**config.mk**
```make
export PLATFORM = sky130hd
export DESIGN_NAME = ved_mul_arbiter
export DESIGN_NICKNAME = d
export VERILOG_FILES = /design/src/rtl/ved_mul_arbiter.sv
export SDC_FILE = /design/constraint.sdc
export NUM_CORES = 1
export LEC_CHECK = 0
export ABC_AREA = 0
export CELL_PAD_IN_SITES_DETAIL_PLACEMENT = 0
export CELL_PAD_IN_SITES_GLOBAL_PLACEMENT = 1
export CORE_ASPECT_RATIO = 0.6
export CORE_MARGIN = 2
export CORE_UTILIZATION = 38
export CTS_CLUSTER_DIAMETER = 30
export CTS_CLUSTER_SIZE = 40
export DETAILED_ROUTE_END_ITERATION = 6
export PLACE_DENSITY = 0.93
export RECOVER_POWER = 50
export REMOVE_ABC_BUFFERS = 1
export SYNTH_ARGS = -nofsm -noshare
export SYNTH_HDL_FRONTEND = slang
export SYNTH_SLANG_ARGS = --single-unit
export TNS_END_PERCENT = 20
```
**constraint.sdc**
```tcl
create_clock -name clk -period 6 [get_ports clk]
set_clock_uncertainty 0.1 [all_clocks]
set_input_delay 1.2 -clock clk [delete_from_list [all_inputs] [get_ports clk]]
set_output_delay 1.2 -clock clk [all_outputs]
set_load 0.01 [all_outputs]
```
**src/rtl/ved_mul_arbiter.sv**
```systemverilog
// Round-robin arbiter that shares one combinational 8x8 unsigned multiplier among
// NREQ valid/ready requesters and presents each tagged product until it is accepted.

module ved_8x8 (
    input  logic [7:0]  a_i,
    input  logic [7:0]  b_i,
    output logic [15:0] p_o
);
    assign p_o = 16'(a_i) * 16'(b_i);
endmodule

module ved_mul_arbiter #(
    parameter int NREQ = 4,
    parameter int IDW  = 2
) (
    input  logic                clk,
    input  logic                rst,
    input  logic [NREQ-1:0]     req_valid,
    input  logic [8*NREQ-1:0]   req_a,
    input  logic [8*NREQ-1:0]   req_b,
    output logic [NREQ-1:0]     req_ready,
    output logic                out_valid,
    input  logic                out_ready,
    output logic [15:0]         out_result,
    output logic [IDW-1:0]      out_id,
    output logic                busy
);
    typedef enum logic [1:0] {
        IDLE = 2'd0,
        CALC = 2'd1,
        HOLD = 2'd2
    } state_t;

    state_t          state_q, state_d;
    logic [IDW-1:0]  rr_ptr_q, rr_ptr_d;
    logic [7:0]      op_a_q, op_a_d;
    logic [7:0]      op_b_q, op_b_d;
    logic [IDW-1:0]  op_id_q, op_id_d;
    logic            out_valid_q, out_valid_d;
    logic [15:0]     out_result_q, out_result_d;
    logic [IDW-1:0]  out_id_q, out_id_d;

    logic [7:0]      a_slice [NREQ];
    logic [7:0]      b_slice [NREQ];
    logic [NREQ-1:0] upper_req;
    logic [NREQ-1:0] grant_onehot;
    logic            grant_found;
    logic            use_upper;
    logic [IDW-1:0]  grant_idx;
    logic [15:0]     product;

    // upper_req holds requesters at or above the pointer; if none, wrap to the lowest index.
    for (genvar gi = 0; gi < NREQ; gi++) begin : g_req
        assign a_slice[gi]      = req_a[8*gi +: 8];
        assign b_slice[gi]      = req_b[8*gi +: 8];
        assign upper_req[gi]    = req_valid[gi] && (IDW'(gi) >= rr_ptr_q);
        assign grant_onehot[gi] = grant_found && (grant_idx == IDW'(gi));
    end

    always_comb begin
        grant_found = |req_valid;
        use_upper   = |upper_req;
        grant_idx   = '0;
        for (int j = NREQ - 1; j >= 0; j--) begin
            if (use_upper ? upper_req[j] : req_valid[j]) begin
                grant_idx = IDW'(j);
            end
        end
    end

    ved_8x8 u_mul (
        .a_i (op_a_q),
        .b_i (op_b_q),
        .p_o (product)
    );

    always_comb begin
        state_d      = state_q;
        rr_ptr_d     = rr_ptr_q;
        op_a_d       = op_a_q;
        op_b_d       = op_b_q;
        op_id_d      = op_id_q;
        out_valid_d  = out_valid_q;
        out_result_d = out_result_q;
        out_id_d     = out_id_q;
        case (state_q)
            IDLE: begin
                if (grant_found) begin
                    op_a_d   = a_slice[grant_idx];
                    op_b_d   = b_slice[grant_idx];
                    op_id_d  = grant_idx;
                    rr_ptr_d = (grant_idx == IDW'(NREQ - 1)) ? '0 : grant_idx + 1'b1;
                    state_d  = CALC;
                end
            end
            CALC: begin
                out_result_d = product;
                out_id_d     = op_id_q;
                out_valid_d  = 1'b1;
                state_d      = HOLD;
            end
            HOLD: begin
                if (out_ready) begin
                    out_valid_d = 1'b0;
                    state_d     = IDLE;
                end
            end
            default: begin
                out_valid_d = 1'b0;
                state_d     = IDLE;
            end
        endcase
    end

    always_ff @(posedge clk) begin
        if (rst) begin
            state_q      <= IDLE;
            rr_ptr_q     <= '0;
            op_a_q       <= '0;
            op_b_q       <= '0;
            op_id_q      <= '0;
            out_valid_q  <= 1'b0;
            out_result_q <= '0;
            out_id_q     <= '0;
        end else begin
            state_q      <= state_d;
            rr_ptr_q     <= rr_ptr_d;
            op_a_q       <= op_a_d;
            op_b_q       <= op_b_d;
            op_id_q      <= op_id_d;
            out_valid_q  <= out_valid_d;
            out_result_q <= out_result_d;
            out_id_q     <= out_id_d;
        end
    end

    // Grant is combinational so a requester sees ready in the same IDLE cycle it is chosen.
    assign req_ready  = (state_q == IDLE && !rst) ? grant_onehot : '0;
    assign out_valid  = out_valid_q;
    assign out_result = out_result_q;
    assign out_id     = out_id_q;
    assign busy       = (state_q != IDLE);

endmodule

```
* Word-level counts from Yosys, hierarchy flattened
Cells that the tools add are included.
W data, S select, Z words.
** Cells by class
- Add/subtract/negate cells :: 1
- $mul :: 1
- Div/mod/pow operators :: 0
- $lt $le $gt $ge :: 5
- Equality and inequality tests :: 7
- Shifts and indexed selects :: 0
- Multiplexer cells :: 21
- Bitwise gates (word level) :: 2
- Reduce and logical (&&, ||, !) cells :: 18
** Operators by type and width (count)
- $bmux W8 S2 :: 2
- $mux W8 :: 4
- $mul A8 B8 Y16 :: 1
- $mux W2 :: 7
- $logic_and A1 B1 Y1 :: 9
- $reduce_or A4 Y1 :: 2
- $eq A2 B2 Y1 const B :: 3
- $pmux W2 S3 :: 1
- $reduce_and A2 Y1 :: 3
- $mux W1 :: 5
- $eq A2 B1 Y1 const B :: 2
- $ge A1 B2 Y1 const A :: 2
- $ge A2 B2 Y1 const A :: 2
- $logic_not A2 Y1 :: 2
- $mux W4 :: 1
- $ne A2 B2 Y1 const B :: 2
- $ge A3 B3 Y1 const B :: 1
- $not A2 Y3 :: 1
- $pmux W1 S3 :: 1
- $add A2 B1 Y2 const B :: 1
- $reduce_bool A2 Y1 :: 1
- $logic_not A1 Y1 :: 1
- $not A1 Y1 :: 1
** Word-level totals
- Flip-flop bits (word level) :: 41
- Bits in latches :: 0
- Bits in writable memories :: 0
- ROM bits :: 0
- Bits of input ports :: 71
- Output and inout bits :: 24
- Logic and storage cells :: 63
- Memories :: 0

* Depth between registers and ports, before layout
- Depth after elaboration :: 12
- Depth in mapped cells :: 16
- Mapped depth without buffers :: 15

* Modules after synthesis
Synthesis repeated with hierarchy kept, for this count alone.
** Unflattened totals
- Cell total of the unflattened synthesis :: 501
- Area total of the unflattened synthesis :: 4204.0 um2
** By module, submodules not included
- ved_8x8 :: times used 1, cells each 243, area an instance 2114.5 um2, seq. area each 0.0 um2
- ved_mul_arbiter :: times used 1, cells each 258, area an instance 2089.5 um2, seq. area each 820.8 um2

* Least setup slack after synthesis
No wires, ideal clock.
- Kind :: flip-flop to flip-flop
- From :: register op_b_q[7]
- To :: register out_result_q[15], in the netlist out_result[15]
- Arrival :: 4257 ps
- Data required time :: 5809 ps
- Setup slack :: 1552 ps
- Cell stages (with the launch flop) :: 16
- Period minus slack after synthesis :: 4448 ps
- Path through :: dfxtp_1 > nand2_1 > fa_1 > fa_1 > inv_1 > fa_1 > inv_1 > fa_1 > inv_1 > ha_1 > buf_6 > a21o_1 > a21oi_2 > a21oi_1 > or4_1 > a311oi_1
** Between the ends
- Cells in the longest elaborated chain, start to end :: 1
** Ends and longest elaborated chain
- from (decl) :: line 37 : logic [7:0] op_b_q, op_b_d;
- from (signal assigned) :: line 129 : op_b_q <= op_b_d;
- $mul A8 B8 Y16 :: line 9 : assign p_o = 16'(a_i) * 16'(b_i);
- to (signal assigned) :: line 132 : out_result_q <= out_result_d;
- to (decl) :: line 40 : logic [15:0] out_result_q, out_result_d;
Every way passes these cells.
A chain may end at the register's enable or synchronous reset.

* Worst setup path in the final report
- From :: input port req_valid[2]
- To :: output port req_ready[3]
** Between the ends
- Cells in the longest elaborated chain, start to end :: 10
- Elaborated cells between the ends (all ways) :: 14
- Those cells by class :: 1 x eq/ne; 9 x mux; 4 x reduce/logical
** Ends and longest elaborated chain
- from (decl) :: line 18 : input logic [NREQ-1:0] req_valid,
- $logic_and A1 B1 Y1 :: line 56 : assign upper_req[gi] = req_valid[gi] && (IDW'(gi) >= rr_ptr_q);
- $reduce_or A4 Y1 :: line 62 : use_upper = |upper_req;
- $mux W1 :: line 65 : if (use_upper ? upper_req[j] : req_valid[j]) begin
- $mux W2 (4 in series) :: line 65
- $eq A2 B2 Y1 :: line 57 : assign grant_onehot[gi] = grant_found && (grant_idx == IDW'(gi));
- $logic_and A1 B1 Y1 * :: line 57
- $mux W4 * :: line 138 : assign req_ready = (state_q == IDLE && !rst) ? grant_onehot : '0;
- to (decl) :: line 21 : output logic [NREQ-1:0] req_ready,
Every way passes the cells marked *; elsewhere a longest branch is shown, timed or not.

==> impl_metrics.py <==
metrics = {
    "cells_and_area": {
        "final_nets": 729,
        "area.growth.synth_to_final_pct": 28.8,
        "drive_gt1_frac": 0.0343,
        "multi_input_area_um2": 3100,
        "regArea_um2": 821,
        "nFillCells": 1001,
        "diodes": 0,
        "postLayoutCellArea_um2": 5440,
    },
    "sta": {
        "setup_violations": 0,
        "hold_violations": 0,
        "min_period_ps": 5190,
        "fmax_mhz": 193,
        "drv_slew": 0,
        "max_slew.worst_pin.slew_ps": 1240,
        "period_share": 0.865,
        "relSlewSlack": 0.171,
        "fin_tns_setup_ps": 0,
        "finalWorstSetupSlack_ps": 812,
        "rsz0062_at_grt": "no",
    },
    "outcome": {
        "outcome": "complete, but fails checks",
        "violations": "design-rule violations",
    },
    "die": {
        "rows": 29,
        "core-area_um2": 10700,
        "die_area_um2": 12000,
        "dieWidth_um": 140,
        "io_pins": 95,
        "start_util": 0.395,
        "die-height_um": 85.7,
    },
    "cts": {
        "cts.repair.resized": 0,
        "cts.sinks": 41,
        "hold_buffers": 0,
        "cts_tree": "done",
        "htreeDepth": 2,
        "cts.clk_slew.worst_paths_ps": 60,
        "clk_path_buf_depth": 2,
        "clk_latency_ps": 290,
        "cts_setup_buffers": 0,
        "cts_made_buffers": 5,
        "clockRootBuffer": "clkbuf_16",
    },
    "setup_path": {
        "cp_num_cells": 8,
        "start_kind": "primary input",
        "crit_family": "buffers and inverters",
        "max_stage_delay_ps": 700,
        "cp.required_ps": 4700,
        "worstRegToRegCells": 14,
        "cp_common_cell": "clkdlybuf4s50_1",
        "arrival_ps": 3890,
        "cp_slowest_cell": "a211o_1",
        "path_class": "primary input to primary output",
        "path_buf_inv": 3,
        "cp_max_fo": 33,
        "crit_path_end_kind": "primary output",
        "path_cells": "clkdlybuf4s50_1, nor2b_1, a211o_1, nand2_1, inv_1, ha_1, and2_1, clkdlybuf4s50_1",
    },
    "placed_design": {
        "gp_congestion": 0.879,
        "placed_area_um2": 5270,
        "dpl_worst_slack_ps": 899,
        "hpwl_um": 8150,
        "port_buffers": 94,
    },
    "job": {
        "maxCapViolCount": 0,
    },
    "power_and_ir_drop": {
        "p_seq_frac": 0.317,
        "switching_share": 0.373,
        "switchingPower_mw": 0.448,
        "power_density_nw_per_um2": 221,
        "power_frac_comb": 0.415,
        "p_leak_nw": 2.51,
        "intPower_mw": 0.753,
        "clockPowerShare": 0.268,
        "ir_worst_vdd_v": 0.000135,
    },
    "global_routing": {
        "grt_pass1_vias": 3684,
        "grt_max_degree": 34,
        "grt_overflow": 0,
        "track_usage": 0.179,
        "grt_pass1_wl_um": 17700,
        "antenna_found_initial": 0,
    },
    "logic_synthesis": {
        "ys_ff_latch": 41,
        "synth_top_area_share": 0.194,
        "synth.avg_cell_area_um2": 8.47,
        "netlist_top_cells_count": "55 x and2_1, 54 x inv_1, 53 x nand2_1",
        "yosysTopAreaCell": "dfxtp_1",
        "netlist_area_um2": 4230,
        "yosysSeqAreaShare": 0.194,
        "syn_inst": 499,
        "synth.distinct_cells": 50,
        "ys_warn_count": 0,
        "ys.flop_type": "dfxtp_1",
        "ys_top_cells_by_area": "dfxtp_1 19%, fa_1 17%, ha_1 12%",
        "async_reset_ff_frac": 0,
        "yosysMostFrequentCell": "and2_1",
        "synth_edf_count": 0,
    },
    "route": {
        "dr.pass1.iters": 7,
        "drt_iter0_drc": 225,
        "detail-route-antenna-nets": 0,
        "drc": 8,
        "wl_per_cell_um": 14.2,
        "vias": 3741,
        "wl_um": 10200,
        "viasPerCell": 5.18,
    },
    "worst_hold_path": {
        "holdCritPathClass": "flop to flop",
        "worstHoldPathCells": 2,
    },
}
[placed cells by master (no fill, tap or decap), drive strengths merged, types with 20 or more instances in the layout]
cell,netlist,final
clkdlybuf4s50,0,73
and2,56,56
inv,55,55
nand2,54,54
dfxtp,41,41
ha,40,40
fa,36,36
a21oi,25,25
o21ai,24,24
dlygate4sd3,0,21
o211ai,20,20
[cells by family after synthesis]
group           share of synthesized area
buf+inv                            0.0740
xor+xnor                           0.0104
fa+ha+maj                           0.289
compound gates                      0.170
mux                                0.0477
flops                               0.194
simple gates                        0.215
[worst paths after layout]
check	from	end	slack, ps
hold reg to reg	out_result[9]	out_result[9]	350
hold / removal	out_result[9]	out_result[9]	350
setup reg to reg	op_b_q[7]	out_result[15]	1150
setup / recovery	req_valid[2]	req_ready[3]	810
[power by group through the flow]
stage | Sequential, mW | Combinational, mW | Clock (mW)
after floorplan | 0.362 | 0.330 | 0
after global placement | 0.382 | 0.488 | 0
after detailed placement | 0.386 | 0.502 | 0
after CTS | 0.380 | 0.507 | 0.331
after global routing | 0.388 | 0.570 | 0.343
final | 0.381 | 0.498 | 0.322
[metrics by stage]
stage                     power [mW]  utilization  std cells  hold slack [ps]
after global routing            1.30        0.508        722              369
after floorplan                0.693            -        477              325
after CTS                       1.22        0.509        722              355
final                           1.20        0.508        722              348
after global placement         0.869        0.492        714              341
after detailed placement       0.888        0.492        714              345
[routing by layer]
layer / routed length [um] / GRT usage / vias to the layer above / share of wire
met5: 0 / 0 / - / 0
met4: 74 / 0.0285 / 0 / 0.0072
met3: 670 / 0.0469 / 11 / 0.066
met2: 4260 / 0.271 / 107 / 0.42
met1: 5230 / 0.262 / 1775 / 0.51
li1: - / - / 1848 / -
[worst register-to-register path, delay by kind of cell (launching register included)]
kind | cells | cell delay, ps
simple gates | 2 | 670
compound gates | 4 | 810
flops | 1 | 490
fa+ha+maj | 5 | 2530
buf+inv | 3 | 160
[state kept, by name, indices dropped and copies added (netlist names)]
signal and flops:
rr_ptr_q 2, op_a_q 8, state_q 2, out_id 2, op_id_q 2, out_valid 1, out_result 16, op_b_q 8
[cell type report]
| class | instances | share of cell area |
|---|---|---|
| inverters | 55 | 0.0379 |
| well taps | 139 | 0.0320 |
| multi-input cells | 381 | 0.569 |
| repair buffers | 98 | 0.178 |
| flip-flops and latches | 41 | 0.151 |
| clock buffers | 6 | 0.0255 |
| clock inverters | 2 | 0.00690 |
Power figures use the tool's default switching activity.
